$ cat src/rtl/imem_loader.sv
// imem_loader: boot-time instruction memory writer.
// Receives a framed byte stream (16-bit word count, big-endian payload words,
// XOR checksum), writes each assembled word into instruction memory and holds
// the core in reset until a complete, verified frame has been loaded.
module imem_loader #(
    parameter int ADDR_W = 8
) (
    input  logic        clk,
    input  logic        reset,
    input  logic        rx_valid,
    input  logic [7:0]  rx_data,
    output logic        rx_ready,
    output logic        mem_we,
    output logic [31:0] mem_addr,
    output logic [31:0] mem_wdata,
    output logic        core_reset,
    output logic        done,
    output logic        err
);

    typedef enum logic [2:0] {
        CNT_HI = 3'd0,
        CNT_LO = 3'd1,
        DATA   = 3'd2,
        WRITE  = 3'd3,
        CHECK  = 3'd4,
        DONE   = 3'd5,
        ERROR  = 3'd6
    } state_t;

    state_t            state_r;
    state_t            state_next_s;
    logic [15:0]       n_r;
    logic [ADDR_W:0]   word_idx_r;
    logic [1:0]        byte_cnt_r;
    logic [23:0]       word_r;
    logic [7:0]        csum_r;
    logic [31:0]       mem_addr_r;
    logic [31:0]       mem_wdata_r;

    logic              consume_s;
    logic [15:0]       n_full_s;
    logic              oversize_s;
    logic              zero_s;
    logic              last_word_s;
    logic              csum_ok_s;

    // Running payload checksum: plain XOR fold of every payload byte.
    function automatic logic [7:0] csum_next(input logic [7:0] csum, input logic [7:0] data);
        csum_next = csum ^ data;
    endfunction

    assign consume_s   = rx_valid & rx_ready;
    // Full count as it will be once the low count byte is latched.
    assign n_full_s    = {n_r[15:8], rx_data};
    // Exactly 2^ADDR_W words is legal; anything above cannot fit.
    assign oversize_s  = ({1'b0, n_full_s} > (17'd1 << ADDR_W));
    assign zero_s      = (n_full_s == 16'd0);
    // word_idx_r is compared before its increment in WRITE.
    assign last_word_s = (({{(15 - ADDR_W){1'b0}}, word_idx_r} + 16'd1) == n_r);
    assign csum_ok_s   = (rx_data == csum_r);

    assign mem_addr    = mem_addr_r;
    assign mem_wdata   = mem_wdata_r;

    // State register.
    always_ff @(posedge clk or posedge reset) begin
        if (reset) begin
            state_r <= CNT_HI;
        end else begin
            state_r <= state_next_s;
        end
    end

    // Next-state logic for the frame parser.
    always_comb begin
        state_next_s = state_r;
        case (state_r)
            CNT_HI: begin
                if (consume_s) begin
                    state_next_s = CNT_LO;
                end else begin
                    state_next_s = CNT_HI;
                end
            end
            CNT_LO: begin
                if (!consume_s) begin
                    state_next_s = CNT_LO;
                end else if (oversize_s) begin
                    state_next_s = ERROR;
                end else if (zero_s) begin
                    state_next_s = CHECK;
                end else begin
                    state_next_s = DATA;
                end
            end
            DATA: begin
                if (consume_s && (byte_cnt_r == 2'd3)) begin
                    state_next_s = WRITE;
                end else begin
                    state_next_s = DATA;
                end
            end
            WRITE: begin
                if (last_word_s) begin
                    state_next_s = CHECK;
                end else begin
                    state_next_s = DATA;
                end
            end
            CHECK: begin
                if (!consume_s) begin
                    state_next_s = CHECK;
                end else if (csum_ok_s) begin
                    state_next_s = DONE;
                end else begin
                    state_next_s = ERROR;
                end
            end
            DONE:    state_next_s = DONE;
            ERROR:   state_next_s = ERROR;
            // An illegal encoding keeps the core held in reset.
            default: state_next_s = ERROR;
        endcase
    end

    // Output decode from the registered state; rx_ready is forced low during reset.
    always_comb begin
        rx_ready   = 1'b0;
        mem_we     = 1'b0;
        core_reset = 1'b1;
        done       = 1'b0;
        err        = 1'b0;
        if (reset) begin
            rx_ready = 1'b0;
        end else begin
            case (state_r)
                CNT_HI, CNT_LO, DATA, CHECK: rx_ready = 1'b1;
                WRITE:   mem_we = 1'b1;
                DONE: begin
                    core_reset = 1'b0;
                    done       = 1'b1;
                end
                ERROR:   err = 1'b1;
                default: err = 1'b1;
            endcase
        end
    end

    // Datapath: word count, byte assembly, checksum, write address/data.
    always_ff @(posedge clk or posedge reset) begin
        if (reset) begin
            n_r         <= 16'd0;
            word_idx_r  <= '0;
            byte_cnt_r  <= 2'd0;
            word_r      <= 24'd0;
            csum_r      <= 8'd0;
            mem_addr_r  <= 32'd0;
            mem_wdata_r <= 32'd0;
        end else begin
            case (state_r)
                CNT_HI: begin
                    if (consume_s) begin
                        n_r[15:8] <= rx_data;
                    end
                end
                CNT_LO: begin
                    if (consume_s) begin
                        n_r[7:0]   <= rx_data;
                        word_idx_r <= '0;
                        byte_cnt_r <= 2'd0;
                    end
                end
                DATA: begin
                    if (consume_s) begin
                        word_r     <= {word_r[15:0], rx_data};
                        csum_r     <= csum_next(csum_r, rx_data);
                        byte_cnt_r <= byte_cnt_r + 2'd1;
                        if (byte_cnt_r == 2'd3) begin
                            mem_addr_r  <= {{(30 - ADDR_W){1'b0}}, word_idx_r[ADDR_W-1:0], 2'b00};
                            mem_wdata_r <= {word_r, rx_data};
                        end
                    end
                end
                WRITE: begin
                    word_idx_r <= word_idx_r + {{ADDR_W{1'b0}}, 1'b1};
                end
                default: begin
                    n_r <= n_r;
                end
            endcase
        end
    end

endmodule
$ cat config.mk
export PLATFORM = sky130hd
export DESIGN_NAME = imem_loader
export DESIGN_NICKNAME = d
export VERILOG_FILES = /design/src/rtl/imem_loader.sv
export SDC_FILE = /design/constraint.sdc
export NUM_CORES = 1
export LEC_CHECK = 0
export ABC_AREA = 1
export CAP_MARGIN = 20
export CORE_MARGIN = 10
export CORE_UTILIZATION = 45
export DETAILED_ROUTE_END_ITERATION = 10
export PLACE_DENSITY = 0.68
export SLEW_MARGIN = 15
export SYNTH_ARGS = -nofsm -noshare
export SYNTH_HDL_FRONTEND = slang
export SYNTH_SLANG_ARGS = --single-unit
$ cat constraint.sdc
create_clock -name clk -period 10.1 [get_ports clk]
set_input_delay 2.525 -clock clk [delete_from_list [all_inputs] [get_ports clk]]
set_output_delay 2.525 -clock clk [all_outputs]
set_load 0.05 [all_outputs]
* Word level (Yosys, flattened, before mapping)
Index checks and enable logic that the tools add are counted.
Word-level totals: input bits 11, output and inout port bits 69, flip-flop bits (word level) 102
Operators by class: bitwise gates (word level) 2, magnitude comparators 1, reductions and logical operators 13, eq/ne operators 10, add/sub/neg operators 3, muxes and demuxes 24
Operator list (number):
- $pmux 3 s6 | 1
- $pmux 9 s2 | 1
- $eq 10x16->1 | 1
- $gt 16x9->1 const B | 1
- $logic_not 16->1 | 1
- $mux 1 | 12
- $mux 3 | 4
- $add 9x1->10 const B | 1
- $add 9x1->9 const B | 1
- $mux 9 | 1
- $eq 8x8->1 | 1
- $mux 2 | 4
- $reduce_and 2->1 | 4
- $xor 8x8->8 | 1
- $eq 3x2->1 const B | 2
- $eq 3x3->1 const B | 2
- $reduce_and 3->1 | 2
- $reduce_or 6->1 | 1
- $ne 2x2->1 const B | 2
- $pmux 2 s2 | 1
- $reduce_bool 2->1 | 2
- $reduce_or 4->1 | 1
- $eq 3x1->1 const B | 1
- $logic_not 3->1 | 1
- 4 further kinds | 4

* Logic depth before layout (Yosys ltp)
Gate-level depths: netlist of run 1.
word-level depth 8, mapped depth 12

* Least setup slack after synthesis of run 1
No wires, ideal clock.
path type input to output, start point input port reset, end point output port core_reset, data arrival time 3669 ps, slack 3906 ps, data required time 7575 ps, stages 2, path buffers 0, cell sequence nor2_1 -> inv_1
On the way: word-level cells in the longest chain between the ends 1
RTL lines:
- from (decl) | line 9 | input logic reset,
- $mux 1 | line 134 | if (reset) begin
- to (decl) | line 16 | output logic core_reset,
No other way between the ends.

* Worst setup path after layout of run 1
Ends and elaborated chain as after synthesis.

==> flow_summary.ini, run 1 <==
[setup_path]
cp_max_fo = 5
critPathKind = input pin to output pin
crit_slowest_cell = clkdlybuf4s50_1
cp.arrival_ns = 4.14
critPathLaunchType = input pin
critical_path.cell_chain = clkdlybuf4s50_1 -> nor2_1 -> inv_1 -> clkdlybuf4s50_1
cpMostUsedCell = clkdlybuf4s50_1
cpPeakStageDelay_ns = 0.80
cp.required_ns = 7.58
crit_path_end_kind = output pin

[power_and_ir_drop]
p_sw_frac = 0.2645
ir_drop_mv = 0.06103
switchingPower_uw = 183.8
combPwrFrac = 0.063
clkPwrFrac = 0.346
seq_power_share = 0.591
p_leak_nw = 2.608
p_per_area_nw_per_um2 = 128.3
power.internal_uw = 511.1

[clocking]
clkTransAtPathRegs_ns = 0.09
cts_buffers = 9
clockBufferDepth = 2
ctsHoldBuffers = 0
clock_sinks = 102
htreeDepth = 3
post_cts_buffers = 0
post_cts_resize_count = 0
clk-insertion-delay-late_ns = 0.37
cts_root_buf = clkbuf_8
cts_tree = yes

[sta]
setup_viol = 0
fmax_ghz = 0.1500
max_slew_margin = 0.4787
period_share = 0.6602
finalClockSkew_ns = 0.01188
whs_ns = 0.4827
fin_crit_ns = 6.668
hold_violations = 0
fin_ws_ns = 3.432
tns_ns = 0
worst_pin_slew_ns = 0.7820
rsz0062_at_grt = false
slew_violations = 0

[synthesis]
synth-seq-cells = 102
avgSynthCellArea_um2 = 8.895
yosysSeqAreaShare = 0.5394
synth-async-reset-ratio = 1.000
yosys_most_used_dff = dfrtp_1
syn-cell-area_um2 = 4732
synth_warnings = 0
ys_top_cells_by_count = 154 x nand2_1, 102 x dfrtp_1, 47 x inv_1
yosysMostFrequentCell = nand2_1
synth_edf_count = 0
yosysTopAreaCell = dfrtp_1
synth_top_area_frac = 0.5394
yosys-top-cells-area = dfrtp_1 54%, nand2_1 12%, buf_4 4.3%
synthDistinctLibCells = 33
syn_inst = 532

[final_layout]
final_util = 0.5270
antennaDiodeCount = 0
nets = 594
synthToLayoutAreaGrowth_pct = 14.46
drive_above_1_share = 0.08874

[global_route]
grt_first_pass_wirelength_mm = 16.05
grt_max_degree = 89
grt_pass1_vias = 3218
grt_usage = 0.1327
antenna_found_initial = 0
grt_overflow = 0

[floorplan]
io_pins = 80
initial_core_util = 0.4604
dieArea_um2 = 15020
die_w_um = 122.5
core_area_um2 = 10280
fp.dieH_um = 122.5
num_rows = 37

[placement]
dp.final_hpwl_mm = 7.113
gp_congestion = 0.8604
dp_slack_ns = 3.426
io_buffer_count = 55

[outcome]
outcome = complete, no violations

[detailed_routing]
via_per_inst = 4.796
firstDrtPassIters = 6
drt_wl_total_mm = 9.717
ant_nets = 0
vias = 3463
wl_per_cell_um = 13.46
drt-initial-drc-count = 202
drcViolationCount = 0

[worst_hold_path]
hold_path_class = flip-flop to flip-flop

[job]
cap_viol_max_count = 0
==> through the flow <==
step / area, um^2 / cells / total power, mW
after global routing: 5416 / 722 / 0.7235
after detailed placement: 5231 / 706 / 0.4624
final: 5416 / 722 / 0.6948
after floorplan: 4818 / 555 / 0.4587
after CTS: 5413 / 722 / 0.7040
after global placement: 5231 / 706 / 0.4623
==> placed cells by master, fill, tap and decap left out, drive strengths merged, types with 2 or more instances in the layout <==
cell / synthesis / final
nand2: 158 / 158
conb: 1 / 24
o21ai: 88 / 88
inv: 52 / 55
clkbuf: 1 / 10
o22ai: 6 / 6
xnor2: 8 / 8
dfrtp: 102 / 102
nor2: 32 / 32
buf: 41 / 2
nand3b: 3 / 3
nor3: 2 / 2
ha: 2 / 2
clkdlybuf4s50: 0 / 55
nand4: 5 / 5
nand3: 24 / 24
clkinvlp: 0 / 3
a21oi: 3 / 3
==> power groups by stage <==
stage                     Sequential [mW]  Combinational (mW)  Clock (mW)
after floorplan                     0.418              0.0404           0
after global placement              0.419              0.0438           0
after detailed placement            0.419              0.0438           0
after CTS                           0.411              0.0439       0.250
after global routing                0.411              0.0477       0.265
final                               0.410              0.0438       0.241
==> metal layers <==
metal / up-vias / part of all wire / global-route usage
met1: 1610 / 0.48 / 0.1861
met3: 12 / 0.064 / 0.02709
li1: 1752 / - / -
met2: 89 / 0.44 / 0.1968
met5: - / 0 / 0
met4: 0 / 0.015 / 0.05302
==> sequential cells by signal (all words and copies together), names as in the netlist <==
signal	cells
word_idx_r	9
word_r	24
csum_r	8
mem_addr	8
n_r	16
byte_cnt_r	2
mem_wdata	32
state_r	3
==> logic make-up (layout without fill, tap and decap cells) <==
| family | after synthesis | count (layout) | share of synthesized area |
|---|---|---|---|
| compound gates | 98 | 98 | 0.1224 |
| xor+xnor | 10 | 10 | 0.02142 |
| other cells | 1 | 24 | 0.0007925 |
| buf+inv | 94 | 125 | 0.1100 |
| flops | 102 | 102 | 0.5394 |
| simple gates | 225 | 225 | 0.2007 |
| fa+ha+maj | 2 | 2 | 0.005287 |
==> layout make-up <==
cell class	count	area [um^2]
Sequential cell	102	2552
Fill cell	991	4861
Timing Repair Buffer	57	569.3
Inverter	52	197.7
Clock buffer	10	127.6
Multi-Input combinational cell	359	1745
Tap cell	136	170.2
Clock inverter	6	53.80
==> path summary, 6_finish.rpt <==
kind                                           start                         to  slack, ns  cells after the start
min reg2reg                mem_wdata[30]$_DFFE_PP0P_  mem_wdata[30]$_DFFE_PP0P_       0.48                      2
max reg2reg                     state_r[2]$_DFF_PP0_   mem_wdata[7]$_DFFE_PP0P_       7.63                     11
min                        mem_wdata[30]$_DFFE_PP0P_  mem_wdata[30]$_DFFE_PP0P_       0.48                      2
max in group asynchronous                      reset      csum_r[3]$_DFFE_PP0P_       6.52                      3
min in group asynchronous                      reset    mem_addr[2]$_DFFE_PP0P_       2.58                      2
max                                            reset                 core_reset       3.43                      4
==> critical path: cells and delay by family <==
family / cells / cell delay (ns)
AND/OR/NAND/NOR: 1 / 0.11
buffers and inverters: 3 / 1.51
No activity file was read; power rests on OpenSTA's default activity.
==> inputs of run 2 (changes only) <==
PLACE_DENSITY = 0.71   (was 0.68)
clock period = 6.1 ns   (was 10.1 ns; I/O delays follow)
==> run 2 against run 1 <==
Compared with the run above:
- clock power increased by 85%
- worst hold slack got worse by 0.0041 ns
- first-iteration DRC count increased by 8.9%
- critical endpoint unchanged
- largest cell class unchanged
==> flow_summary.ini, run 2 (synthesis gave the netlist of run 1 again) <==
[final_layout]
nets = 594
final_common_cell = nand2_1
final_cell_mix = 154 x nand2_1, 102 x dfrtp_1, 55 x clkdlybuf4s50_1, 46 x inv_1, 39 x o21ai_0
largest_reg_flops = 32
n_fill_cell = 994
synthToLayoutAreaGrowth_pct = 14.86
drive_above_1_share = 0.08889
antennaDiodeCount = 0

[global_route]
grt_max_degree = 74
grt_pass1_vias = 3399
grt_overflow = 0
grt_first_pass_wirelength_mm = 17.01
grt_usage = 0.1409
antenna_found_initial = 0

[sta]
hold_violations = 0
rsz0062_at_grt = false
period_share = 0.7667
fin_crit_ns = 4.677
max_slew_margin = 0.3998
slew_violations = 0
tns_ns = 0
whs_ns = 0.4786
finalClockSkew_ns = 0.008400
fmax_ghz = 0.2138
setup_viol = 0
worst_pin_slew_ns = 0.9003

[setup_path]
cp_max_fo = 5
cpPeakStageDelay_ns = 0.80
reg2reg_depth = 11
r2r_setup_slack_ns = 3.61
crit_path_end_kind = output pin
critPathBufInv = 3
cp.required_ns = 4.58
critical_path.cell_chain = clkdlybuf4s50_1 -> nor2_1 -> inv_1 -> clkdlybuf4s50_1
endpoint = core_reset
crit_family = buffers and inverters
critPathKind = input pin to output pin
regToRegEndpoint = mem_wdata[9]$_DFFE_PP0P_
path_depth = 4
r2r-start = state_r[2]$_DFF_PP0_
crit_slowest_cell = clkdlybuf4s50_1
critPathLaunch = reset
critPathLaunchType = input pin
cpMostUsedCell = clkdlybuf4s50_1
cp.arrival_ns = 3.15

[power_and_ir_drop]
ir_drop_mv = 0.1282
p_per_area_nw_per_um2 = 220.5
p_leak_nw = 2.625

[placement]
dp.final_hpwl_mm = 7.429
gp_congestion = 0.8613
io_buffer_count = 55

[detailed_routing]
drcViolationCount = 0
wl_met2_mm = 4.730
firstDrtPassIters = 4
drt-initial-drc-count = 220
drt_wl_total_mm = 10.18
wl_per_cell_um = 14.12
vias = 3518
ant_nets = 0
via_per_inst = 4.879
dr_wl_met3_um = 621
met1_length_mm = 4.657
dr.max_layer_used = met4

[worst_hold_path]
hold_path_class = flip-flop to flip-flop
worstHoldStart = mem_wdata[29]$_DFFE_PP0P_

[floorplan]
fp.dieH_um = 122.5
core_area_um2 = 10280
die_w_um = 122.5
num_rows = 37
io_pins = 80
dieArea_um2 = 15020
initial_core_util = 0.4604

[clocking]
cts_buffers = 9
cts_tree = yes
post_cts_buffers = 0
cts_root_buf = clkbuf_8
htreeDepth = 3
clkTransAtPathRegs_ns = 0.10
clk-insertion-delay-late_ns = 0.37
clock_sinks = 102
post_cts_resize_count = 0
ctsHoldBuffers = 0
clockBufferDepth = 2

[outcome]
outcome = complete, no violations

[job]
cap_viol_max_count = 0
==> run 2: routing by layer <==
metal / vias up / track usage
li1: 1747 / -
met1: 1673 / 0.1880
met2: 84 / 0.2170
met3: 14 / 0.03444
met4: 0 / 0.05523
met5: - / 0
==> run 2: area by class of cell <==
| cell class | count | area, um^2 | share of cell area |
|---|---|---|---|
| Clock inverter | 5 | 66.31 | 0.01220 |
| Timing Repair Buffer | 57 | 565.5 | 0.1041 |
| Multi-Input combinational cell | 359 | 1745 | 0.3211 |
| Tap cell | 136 | 170.2 | 0.03131 |
| Sequential cell | 102 | 2552 | 0.4696 |
| Clock buffer | 10 | 137.6 | 0.02532 |
| Inverter | 52 | 197.7 | 0.03637 |
==> run 2: how the worst min path moves through the flow <==
| stage | endpoint | slack, ns | depth (start not counted) |
|---|---|---|---|
| final | mem_wdata[29]$_DFFE_PP0P_ | 0.48 | 2 |
| after global routing | mem_wdata[29]$_DFFE_PP0P_ | 0.51 | 2 |
| after CTS | mem_wdata[29]$_DFFE_PP0P_ | 0.48 | 2 |
| after detailed placement | mem_wdata[29]$_DFFE_PP0P_ | 0.46 | 2 |
| after global placement | mem_wdata[29]$_DFFE_PP0P_ | 0.46 | 2 |
| after floorplan | n_r[8]$_DFFE_PP0P_ | 0.45 | 2 |
==> run 2: power by group <==
group          switching (mW)  total (mW)  leakage [nW]  internal [mW]
sequential            0.00156       0.680          1.34          0.678
clock                   0.241       0.445         0.101          0.205
combinational          0.0612      0.0733          1.18         0.0122
total                   0.303        1.20          2.62          0.895
==> run 2: worst register-to-register path: cells and delay by family (launching register included) <==
family / cells / cell delay, ns
flops: 1 / 0.46
buf+inv: 4 / 0.89
compound gates: 2 / 0.30
simple gates: 5 / 0.76
==> run 2: per-stage QoR <==
stage	std cells	power (mW)	worst slack [ns]	instance area (um^2)	util
global route	721	1.241	1.355	5435	0.5289
global placement	706	0.7660	1.470	5231	0.5090
detailed placement	706	0.7666	1.410	5231	0.5090
finish	721	1.198	1.423	5435	0.5289
floorplan	555	0.7595	1.900	4818	-
CTS	721	1.208	1.402	5435	0.5289
==> inputs of run 3 (changes only) <==
clock period = 3.9 ns   (was 6.1 ns; I/O delays follow)
==> run 3 against run 2 <==
Compared with the run above:
- non-clock buffer count increased by 1
- setup slack got worse by 0.48 ns
- routed wire length shrank 0.48%
- critical endpoint is now err
- power rose by 54%
- global-route usage down 0.38 points
==> flow_summary.ini, run 3 (synthesis gave the netlist of run 1 again) <==
[outcome]
outcome = complete, no violations

[floorplan]
die_w_um = 122.5
dieArea_um2 = 15020
num_rows = 37
fp.dieH_um = 122.5
core_area_um2 = 10280
io_pins = 80
initial_core_util = 0.4604

[setup_path]
crit_slowest_cell = nor2_1
critPathLaunchType = flip-flop
cp_max_fo = 9
critPathBufInv = 2
crit_path_end_kind = output pin
critPathLaunch = state_r[0]$_DFF_PP0_
r2r-start = state_r[0]$_DFF_PP0_
cpPeakStageDelay_ns = 0.45
cp.required_ns = 2.92
critPathKind = flip-flop to output pin
cpMostUsedCell = nor2_1
critical_path.cell_chain = nand2_1 -> nor2_1 -> inv_2 -> nand3_1 -> nor2_1 -> buf_4
crit_family = simple AND/OR/NAND/NOR gates
cp.arrival_ns = 1.98

[clocking]
cts_buffers = 9
clk-insertion-delay-late_ns = 0.37
clockBufferDepth = 2
htreeDepth = 3
clock_sinks = 102
ctsHoldBuffers = 0
post_cts_resize_count = 0
clkTransAtPathRegs_ns = 0.10
post_cts_buffers = 0
cts_tree = yes
cts_root_buf = clkbuf_8

[detailed_routing]
drt-initial-drc-count = 253
drcViolationCount = 0
vias = 3440
ant_nets = 0
wl_per_cell_um = 14.02
firstDrtPassIters = 4
via_per_inst = 4.758
drt_wl_total_mm = 10.13

[sta]
rsz0062_at_grt = false
worst_pin_slew_ns = 0.5742
fmax_ghz = 0.3381
setup_viol = 0
hold_violations = 0
max_slew_margin = 0.6172
slew_violations = 0
tns_ns = 0
fin_crit_ns = 2.957
finalClockSkew_ns = 0.01196
period_share = 0.7583

[power_and_ir_drop]
p_per_area_nw_per_um2 = 340.5
switchingPower_uw = 500.3
ir_drop_mv = 0.1629
clkPwrFrac = 0.363
p_sw_frac = 0.2703
seq_power_share = 0.574
p_leak_nw = 2.643
combPwrFrac = 0.063
power.internal_mw = 1.351

[worst_hold_path]
hold_path_class = flip-flop to flip-flop
worstHoldStart = mem_wdata[23]$_DFFE_PP0P_

[final_layout]
final_cells = 723
final_common_cell = nand2_1
multi_input_area_um2 = 1745
design_area_um2 = 5436
seq_area_um2 = 2552
largest_reg_flops = 32
antennaDiodeCount = 0
final_cell_mix = 154 x nand2_1, 102 x dfrtp_1, 50 x clkdlybuf4s50_1, 46 x inv_1, 39 x o21ai_0
synthToLayoutAreaGrowth_pct = 14.89
nets = 595
n_fill_cell = 961
drive_above_1_share = 0.1005

[global_route]
grt_usage = 0.1371
grt_first_pass_wirelength_mm = 16.75
grt_pass1_vias = 3359
antenna_found_initial = 0
grt_overflow = 0
grt_max_degree = 74

[placement]
place_area_um2 = 5239
gp_congestion = 0.8649
io_buffer_count = 55
placed_cells = 707
dp.final_hpwl_mm = 7.367

[job]
cap_viol_max_count = 0
[run 3: changes by cell type in the layout (fill, tap and decap cells not counted)]
cell             previous run  this run
inv_8                       1         3
clkinv_4                    0         1
bufinv_16                   1         0
buf_4                       2         7
clkdlybuf4s50_1            55        50
clkinvlp_4                  1         0
buf_12                      0         1
[run 3: layout make-up]
| class | count | share of cell area |
|---|---|---|
| sequential | 102 | 0.4695 |
| multi-input combinational | 359 | 0.3211 |
| timing repair buffer | 58 | 0.1054 |
| inverter | 52 | 0.03636 |
| tap | 136 | 0.03130 |
| clock buffer | 10 | 0.02532 |
| clock inverter | 6 | 0.01105 |
[run 3: final timing paths]
check / to / slack (ns) / depth (start not counted)
max: err / 0.94 / 6
min: mem_wdata[23]$_DFFE_PP0P_ / 0.48 / 2
max reg2reg: mem_wdata[0]$_DFFE_PP0P_ / 1.95 / 10
min reg2reg: mem_wdata[23]$_DFFE_PP0P_ / 0.48 / 2
max in group asynchronous: n_r[12]$_DFFE_PP0P_ / 2.10 / 3
min in group asynchronous: state_r[0]$_DFF_PP0_ / 1.07 / 2
[run 3: worst register-to-register path, cell delays in order, from the launching register on]
cell and delay [ns]:
dfrtp_1 0.43, nor2_2 0.18, a21oi_2 0.08, nor2_4 0.11
nand2_4 0.07, inv_2 0.10, nand2_2 0.06, inv_2 0.20
nand2_8 0.31, nand2_1 0.22, o21ai_1 0.08
[run 3: power by group through the flow]
stage	combinational, mW	sequential [mW]	clock [mW]
after floorplan	0.105	1.08	0
after global placement	0.116	1.08	0
after detailed placement	0.118	1.08	0
after CTS	0.118	1.06	0.678
after global routing	0.128	1.06	0.727
final	0.117	1.06	0.671
[run 3: per-layer routing]
layer | up-vias | wire length [um] | GRT usage
met5 | - | 0 | 0
met4 | 0 | 121 | 0.04713
met3 | 8 | 526 | 0.02847
met2 | 79 | 4680 | 0.2100
met1 | 1604 | 4805 | 0.1897
li1 | 1749 | - | -
[run 3: stage by stage]
step	setup WS, ns	hold WS (ns)	util	power (mW)
after floorplan	0.2495	0.4530	-	1.188
after global placement	0.9775	0.4565	0.5097	1.200
after detailed placement	0.9413	0.4577	0.5097	1.202
after CTS	0.9392	0.4824	0.5290	1.859
after global routing	0.8065	0.5089	0.5290	1.918
final	0.9427	0.4789	0.5290	1.851
